File: src/rtl/climate_pkg.sv
// Shared encodings and reset defaults for the climate sequencer.
package climate_pkg;

    localparam logic [1:0] ST_IDLE = 2'd0;
    localparam logic [1:0] ST_WAIT = 2'd1;
    localparam logic [1:0] ST_REQ  = 2'd2;
    localparam logic [1:0] ST_EVAL = 2'd3;

    localparam logic [1:0] CFG_ALARM_TH = 2'd0;
    localparam logic [1:0] CFG_FAN_TH   = 2'd1;
    localparam logic [1:0] CFG_HYST     = 2'd2;

    localparam logic [1:0] EST_OFF       = 2'd0;
    localparam logic [1:0] EST_MON       = 2'd1;
    localparam logic [1:0] EST_ALARM     = 2'd2;
    localparam logic [1:0] EST_ALARM_FAN = 2'd3;

    localparam int unsigned ALARM_TH_DEF = 30;
    localparam int unsigned FAN_TH_DEF   = 35;
    localparam int unsigned HYST_DEF     = 2;

endpackage

File: src/rtl/persist_cnt.sv
// Saturating consecutive-hit counter; reached_o reflects the count being written this cycle.
module persist_cnt #(
    parameter int unsigned PERSIST = 3
) (
    input  logic clk,
    input  logic rst,
    input  logic clr_i,
    input  logic set_i,
    input  logic step_i,
    input  logic hit_i,
    output logic reached_o
);

    localparam logic [3:0] CNT_MAX = 4'(PERSIST);

    logic [3:0] cnt_q, cnt_d;

    always_comb begin
        cnt_d = cnt_q;
        if (clr_i) begin
            cnt_d = '0;
        end else if (set_i) begin
            cnt_d = CNT_MAX;
        end else if (step_i) begin
            if (!hit_i) begin
                cnt_d = '0;
            end else if (cnt_q != CNT_MAX) begin
                cnt_d = cnt_q + 4'd1;
            end
        end
    end

    assign reached_o = (cnt_d == CNT_MAX);

    always_ff @(posedge clk) begin
        if (!rst) begin
            cnt_q <= '0;
        end else begin
            cnt_q <= cnt_d;
        end
    end

endmodule

File: src/rtl/climate_seq.sv
// Temperature alarm/fan sequencer: periodic sampling, persistence, hysteresis, fan min on-time.
// Optional SMP_TIMEOUT_EN adds a sample-ack timeout with fail-safe alarm and an smp_err port.
module climate_seq
    import climate_pkg::*;
#(
    parameter int unsigned DATA_W     = 8,
    parameter int unsigned SAMPLE_DIV = 50000,
    parameter int unsigned PERSIST    = 3,
    parameter int unsigned FAN_MIN_ON = 4,
    parameter int unsigned TIMEOUT    = 255
) (
    input  logic              clk,
    input  logic              rst,
    input  logic              en,
    input  logic              cfg_we,
    input  logic [1:0]        cfg_sel,
    input  logic [DATA_W-1:0] cfg_data,
    output logic              smp_req,
    input  logic              smp_ack,
    input  logic [DATA_W-1:0] smp_data,
    output logic              en_alarma,
    output logic              en_ventilador,
    output logic [1:0]        estado,
    output logic              cfg_err
`ifdef SMP_TIMEOUT_EN
    ,
    output logic              smp_err
`endif
);

    localparam int unsigned    TW     = $clog2(SAMPLE_DIV);
    localparam logic [TW-1:0] RELOAD = TW'(SAMPLE_DIV - 1);

    logic [1:0]        state_q, state_d;
    logic [TW-1:0]     timer_q, timer_d;
    logic [DATA_W-1:0] sample_q, sample_d;
    logic [DATA_W-1:0] alarm_th_q, alarm_th_d, fan_th_q, fan_th_d, hyst_q, hyst_d;
    logic              alarm_q, alarm_d, fan_q, fan_d;
    logic [3:0]        on_cnt_q, on_cnt_d, on_next;
    logic              smp_req_q, smp_req_d, cfg_err_q, cfg_err_d;
    logic [1:0]        estado_q, estado_d;

    logic              is_eval, a_hit, f_hit, a_reached, f_reached, tmo_hit;
    logic [DATA_W-1:0] alarm_lo, fan_lo;

    assign is_eval  = (state_q == ST_EVAL);
    assign alarm_lo = (alarm_th_q > hyst_q) ? alarm_th_q - hyst_q : '0;
    assign fan_lo   = (fan_th_q > hyst_q) ? fan_th_q - hyst_q : '0;
    assign a_hit    = (sample_q >= alarm_th_q);
    assign f_hit    = alarm_q && (sample_q >= fan_th_q);
    assign on_next  = (fan_q && on_cnt_q != 4'hf) ? on_cnt_q + 4'd1 : on_cnt_q;

`ifdef SMP_TIMEOUT_EN
    localparam logic [7:0] TMO_LAST = 8'(TIMEOUT - 1);
    logic [7:0] tmo_q, tmo_d;
    logic       smp_err_q, smp_err_d;

    assign tmo_hit = (state_q == ST_REQ) && !smp_ack && (tmo_q == TMO_LAST);
`else
    logic unused_timeout;
    assign unused_timeout = (TIMEOUT != 0);
    assign tmo_hit        = 1'b0;
`endif

    persist_cnt #(.PERSIST(PERSIST)) u_alarm_cnt (
        .clk       (clk),
        .rst       (rst),
        .clr_i     (!en),
        .set_i     (tmo_hit),
        .step_i    (is_eval),
        .hit_i     (a_hit),
        .reached_o (a_reached)
    );

    persist_cnt #(.PERSIST(PERSIST)) u_fan_cnt (
        .clk       (clk),
        .rst       (rst),
        .clr_i     (!en),
        .set_i     (1'b0),
        .step_i    (is_eval),
        .hit_i     (f_hit),
        .reached_o (f_reached)
    );

    always_comb begin
        state_d    = state_q;
        timer_d    = timer_q;
        sample_d   = sample_q;
        alarm_th_d = alarm_th_q;
        fan_th_d   = fan_th_q;
        hyst_d     = hyst_q;
        alarm_d    = alarm_q;
        fan_d      = fan_q;
        on_cnt_d   = on_cnt_q;
        smp_req_d  = smp_req_q;
        cfg_err_d  = 1'b0;
`ifdef SMP_TIMEOUT_EN
        tmo_d      = tmo_q;
        smp_err_d  = smp_err_q;
`endif

        // Writes that would leave fan_th below alarm_th are refused.
        if (cfg_we) begin
            case (cfg_sel)
                CFG_ALARM_TH: begin
                    if (cfg_data > fan_th_q) cfg_err_d = 1'b1;
                    else                     alarm_th_d = cfg_data;
                end
                CFG_FAN_TH: begin
                    if (cfg_data < alarm_th_q) cfg_err_d = 1'b1;
                    else                       fan_th_d = cfg_data;
                end
                CFG_HYST: hyst_d    = cfg_data;
                default:  cfg_err_d = 1'b1;
            endcase
        end

        case (state_q)
            ST_IDLE: begin
                if (en) begin
                    state_d = ST_WAIT;
                    timer_d = RELOAD;
                end
            end
            ST_WAIT: begin
                if (timer_q == '0) begin
                    state_d   = ST_REQ;
                    smp_req_d = 1'b1;
`ifdef SMP_TIMEOUT_EN
                    tmo_d     = '0;
`endif
                end else begin
                    timer_d = timer_q - TW'(1);
                end
            end
            ST_REQ: begin
                if (smp_ack) begin
                    sample_d  = smp_data;
                    smp_req_d = 1'b0;
                    state_d   = ST_EVAL;
`ifdef SMP_TIMEOUT_EN
                    smp_err_d = 1'b0;
                end else if (tmo_hit) begin
                    // Fail-safe: a silent sensor is treated as an over-temperature.
                    smp_req_d = 1'b0;
                    state_d   = ST_WAIT;
                    timer_d   = RELOAD;
                    alarm_d   = 1'b1;
                    smp_err_d = 1'b1;
                end else begin
                    tmo_d = tmo_q + 8'd1;
`endif
                end
            end
            default: begin
                if (a_reached) begin
                    alarm_d = 1'b1;
                end else if (sample_q < alarm_lo && !fan_q) begin
                    alarm_d = 1'b0;
                end
                on_cnt_d = on_next;
                if (f_reached) begin
                    fan_d = 1'b1;
                end else if (fan_q && sample_q < fan_lo && on_next >= 4'(FAN_MIN_ON)) begin
                    fan_d    = 1'b0;
                    on_cnt_d = '0;
                end
                timer_d = RELOAD;
                state_d = ST_WAIT;
            end
        endcase

        if (!en) begin
            state_d   = ST_IDLE;
            timer_d   = '0;
            smp_req_d = 1'b0;
            alarm_d   = 1'b0;
            fan_d     = 1'b0;
            on_cnt_d  = '0;
`ifdef SMP_TIMEOUT_EN
            tmo_d     = '0;
            smp_err_d = 1'b0;
`endif
        end

        if (state_d == ST_IDLE) estado_d = EST_OFF;
        else if (!alarm_d)      estado_d = EST_MON;
        else if (fan_d)         estado_d = EST_ALARM_FAN;
        else                    estado_d = EST_ALARM;
    end

    always_ff @(posedge clk) begin
        if (!rst) begin
            state_q    <= ST_IDLE;
            timer_q    <= '0;
            sample_q   <= '0;
            alarm_th_q <= DATA_W'(ALARM_TH_DEF);
            fan_th_q   <= DATA_W'(FAN_TH_DEF);
            hyst_q     <= DATA_W'(HYST_DEF);
            alarm_q    <= 1'b0;
            fan_q      <= 1'b0;
            on_cnt_q   <= '0;
            smp_req_q  <= 1'b0;
            cfg_err_q  <= 1'b0;
            estado_q   <= EST_OFF;
        end else begin
            state_q    <= state_d;
            timer_q    <= timer_d;
            sample_q   <= sample_d;
            alarm_th_q <= alarm_th_d;
            fan_th_q   <= fan_th_d;
            hyst_q     <= hyst_d;
            alarm_q    <= alarm_d;
            fan_q      <= fan_d;
            on_cnt_q   <= on_cnt_d;
            smp_req_q  <= smp_req_d;
            cfg_err_q  <= cfg_err_d;
            estado_q   <= estado_d;
        end
    end

`ifdef SMP_TIMEOUT_EN
    always_ff @(posedge clk) begin
        if (!rst) begin
            tmo_q     <= '0;
            smp_err_q <= 1'b0;
        end else begin
            tmo_q     <= tmo_d;
            smp_err_q <= smp_err_d;
        end
    end

    assign smp_err = smp_err_q;
`endif

    assign smp_req       = smp_req_q;
    assign en_alarma     = alarm_q;
    assign en_ventilador = fan_q;
    assign estado        = estado_q;
    assign cfg_err       = cfg_err_q;

endmodule

File: config.mk
export PLATFORM = sky130hd
export DESIGN_NAME = climate_seq
export DESIGN_NICKNAME = d
export VERILOG_FILES = /design/src/rtl/climate_pkg.sv /design/src/rtl/persist_cnt.sv /design/src/rtl/climate_seq.sv
export SDC_FILE = /design/constraint.sdc
export NUM_CORES = 1
export LEC_CHECK = 0
export ABC_AREA = 1
export CAP_MARGIN = 5
export CORE_AREA = 2 2 102 104
export DETAILED_ROUTE_END_ITERATION = 10
export DIE_AREA = 0 0 104 106
export PLACE_DENSITY = 0.73
export REMOVE_ABC_BUFFERS = 1
export SYNTH_ARGS = -nofsm -noshare
export SYNTH_HDL_FRONTEND = slang
export SYNTH_SLANG_ARGS = --single-unit
File: constraint.sdc
create_clock -name clk -period 3.25 [get_ports clk]
set_input_delay 0.65 -clock clk [delete_from_list [all_inputs] [get_ports clk]]
set_output_delay 0.65 -clock clk [all_outputs]
set_load 0.05 [all_outputs]
==> key figures <==
Logic synthesis
  – Total of warnings raised by yosys: 0
  – Post-synth ARST share: 0%
  – Post-synth cell types: 39
  – Sequential share of the synthesized area: between 20% and 30%
  – Main synth FF type: dfxtp_1
  – Synth Register Bits: 68
  – Mapped Area: 0.00482 mm2
  – Synth top area share: between 20% and 30%
  – Top cells by area, synth: dfxtp_1 (28%), ha_1 (18%), nand2_1 (11%)
  – Post-synthesis cell count: 692
  – Avg Cell Area, Syn: approximately 7 um2
  – Area leader, netlist: dfxtp_1
  – Number of flops mapped to enable cells by yosys: 0

Route
  – Vias: 4606
  – Met3 wire len: about 550 um
  – Top Metal Used: met4
  – First-iteration detailed-routing DRC count: between 200 and 300
  – DRC: 0
  – Pre-Repair DR Iteration Count: 5
  – Via density: approximately 5.3
  – Number of routed nets with antenna violations: 0
  – WL per Instance: about 14 um
  – Drt total wl: 11.7 mm
  – Detailed-routed wire length on met2: roughly 5.4 mm
  – Post-Route M1 WL: 5.54 mm

Placement
  – Global placement routability congestion: approximately 0.93
  – DP HPWL: ~9 mm
  – Placed cells: 851
  – IO Port Bufs: 28
  – Post-Place Setup Slack: -0.0547 ns

Timing
  – Post-route minimum period: roughly 3.1 ns
  – Max-slew headroom: between 60% and 70%
  – Final setup fails: 0
  – Fmax: between 300 and 400 MHz
  – Final Max Slew Viols: 0
  – Final hold violations: 0
  – Period utilization: between 90% and 100%
  – Setup WS post-layout: about 0.14 ns
  – Clk_skew: 0.0110 ns
  – Worst-margin pin slew: roughly 0.50 ns

Die
  – Die Span X: 104 um
  – Starting Density: between 40% and 50%
  – Row Count: 37
  – Boundary Pins: 29
  – Core ar.: 0.0100 mm2
  – DIE HEIGHT: 106 um
  – Die area: between 0.01 and 0.015 mm2

Setup path
  – R2R setup slack: 0.14 ns
  – Crit path cell chain: inv_1 -> ha_1 -> nand2_1 -> nor2_2 -> o21ai_1 -> nand2_1 -> a21oi_2 -> or2_2 -> nand2_1 -> a21oi_1 -> xnor2_1 -> nand2_1 -> ha_4 -> a211oi_2 -> nand2_1 -> a31oi_1 -> nand2_1 -> inv_1 -> nand3_2 -> nand2_1 -> nand3_1 -> nand2_1 -> inv_1
  – WP data required: approximately 3.5 ns
  – Crit Path Max Fanout: 4
  – Worst setup endpoint: estado[0]
  – FF-to-FF Start: hyst_q[1]
  – Crit path DAT: ~3.4 ns
  – Crit Path Category: reg2reg
  – Crit path top cell by count: nand2_1
  – Critical path's largest stage delay: 0.34 ns
  – Origin of the worst setup path: hyst_q[1]
  – Setup crit start kind: flip-flop
  – Reg2Reg Capture Point: estado[0]
  – Worst reg2reg path depth: 23
  – Slowest-stage cell, CP: dfxtp_1
  – CP endpoint kind: flip-flop

Cells and area
  – Commonest non-fill, non-tap cell in the layout: nand2_1
  – Commonest non-fill, non-tap cells in the layout: nand2_1 (137), inv_1 (107), nor2_1 (67), ha_1 (66), dfxtp_1 (66)
  – Antenna diodes: 0
  – Area grow syn2layout: 15.9%
  – Layout Cells excl Fill: approximately 870
  – Share of cells above drive strength 1: just over 8%
  – Fin nets: 821
  – Fill cells: around 940

Global route
  – Global-route wire length before repair: around 20 mm
  – Gr usage total: 22.1%
  – Overflow after GRT: 0
  – Vias in the first global route: 4433
  – Largest net degree at the start of global routing: 37
  – Initial antenna violation count: 0

Power and ir drop
  – Net Switching: 666 uW
  – Sw Ratio: a little under a third
  – Clk pwr share: between 30% and 40%
  – Max rail drop VDD: around 0.19 mV
  – Gate power share: between 20% and 30%
  – Reg power frac: 39.8%
  – P per Cell Area: between 300 and 400 mW/mm2
  – Leakage power: roughly 2.7 nW
  – Int Pwr: about 1.5 mW

Run
  – Count of max-cap constraint violations: 0

CTS
  – CTS clock-pin slew for the worst setup and hold paths: around 0.080 ns
  – CTS tree: built
  – CTS Sinks: 68
  – CTS max path bufs: 2
  – H-tree Lvls: 3
  – Clock network latency to the later pin of the worst-skew pair: between 0.3 and 0.4 ns
  – Root Buffer: clkbuf_8
  – CTS Buf Count: 9
  – Cts hold-fix bufs: 0

Outcome
  – Status: finished clean

Hold path
  – Hold Path Class: reg2reg
## through the flow
stage | hold slack (ns) | power [mW] | util (%) | TNS (ns) | area [um2]
4_1_cts | 0.477 | 2.18 | 55.1 | 0 | 5510
3_3_place_gp | 0.457 | 1.34 | 52.7 | 0 | 5270
2_1_floorplan | 0.444 | 1.22 | - | 0 | 4770
5_1_grt | 0.495 | 2.32 | 55.8 | -0.0882 | 5580
6_report | 0.472 | 2.20 | 55.8 | 0 | 5580
3_5_place_dp | 0.466 | 1.35 | 52.7 | -0.0547 | 5270
## worst min-delay path by stage
stage / from / slack, ns / cells after the start / to
global placement: timer_q[0] / 0.46 / 2 / timer_q[0]
detailed placement: timer_q[0] / 0.47 / 2 / timer_q[0]
global route: timer_q[0] / 0.49 / 2 / timer_q[0]
CTS: timer_q[0] / 0.48 / 2 / timer_q[0]
finish: timer_q[0] / 0.47 / 2 / timer_q[0]
floorplan: timer_q[0] / 0.44 / 2 / timer_q[0]
## power by group through the flow
| stage | Sequential (mW) | Combinational (mW) | Clock [mW] |
|---|---|---|---|
| 3_3_place_gp | 0.893 | 0.444 | 0 |
| 2_1_floorplan | 0.895 | 0.323 | 0 |
| 3_5_place_dp | 0.894 | 0.458 | 0 |
| 6_report | 0.876 | 0.489 | 0.835 |
| 4_1_cts | 0.875 | 0.463 | 0.845 |
| 5_1_grt | 0.879 | 0.561 | 0.880 |
## sequential cells by signal, summed over array words and instances, names as in the netlist
signal             cells
timer_q               16
en_alarma              1
en_ventilador          1
sample_q               8
smp_req                1
fan_th_q               8
u_fan_cnt.cnt_q        4
hyst_q                 8
cfg_err                1
on_cnt_q               4
estado                 2
state_q                2
alarm_th_q             8
u_alarm_cnt.cnt_q      4
## area by class of cell
class	count	area (um2)	area share, %
multi-input cells	502	3050	54.7
flip-flops and latches	68	1370	24.5
clock inverters	5	83.8	1.50
well taps	136	170	3.05
repair buffers	36	340	6.10
inverters	110	415	7.44
clock buffers	11	151	2.71
## cell usage after synthesis, types with 2 or more instances
master and number:
ha_1 69, xnor2_1 2, a31oi_1 8, a21oi_1 57, fa_1 2, nand4_1 12
o21ai_0 47, dfxtp_1 68, xor2_1 5, nand3b_1 2, or2_2 8, nor3_1 8
clkbuf_1 10, a21o_1 4, o211ai_1 11, a211oi_1 2, nand3_1 37, nor2_1 68
inv_1 108, nor3_2 3, nand2_1 138, o22ai_1 2, nor2_2 3, and2_1 3
## what timing repair did
item / in CTS / in global routing
endpoints found under the setup margin: 1 / 8
cloned: 0 / 0
setup buffers: 0 / 1
endpoints found under the hold margin: 0 / 0
resized for setup: 2 / 18
pin swaps: 0 / 4
## worst max-delay path: cells and delay by family (launching register included)
kind                     cells  cell delay, ns
AO/OA/AOI/OAI                5            0.82
XOR/XNOR                     1            0.13
adder cells (fa/ha/maj)      2            0.52
buffers and inverters        3            0.20
flip-flops                   1            0.34
AND/OR/NAND/NOR             12            1.04
## cell families after synthesis
kind of cell	Yosys count	synth area share [%]
and+or+nand+nor	287	26.3
AOI/OAI and AO/OA	137	15.7
buffers and inverters	122	9.66
adders and majority gates	71	18.8
DFF	68	28.3
xor gates and xnor gates	7	1.27
## layer usage
metal | vias up | global-route usage, %
li1 | 2361 | -
met2 | 119 | 37.4
met3 | 21 | 4.41
met1 | 2105 | 28.1
met5 | - | 0
met4 | 0 | 7.53
(Power assumes the default switching activity.)
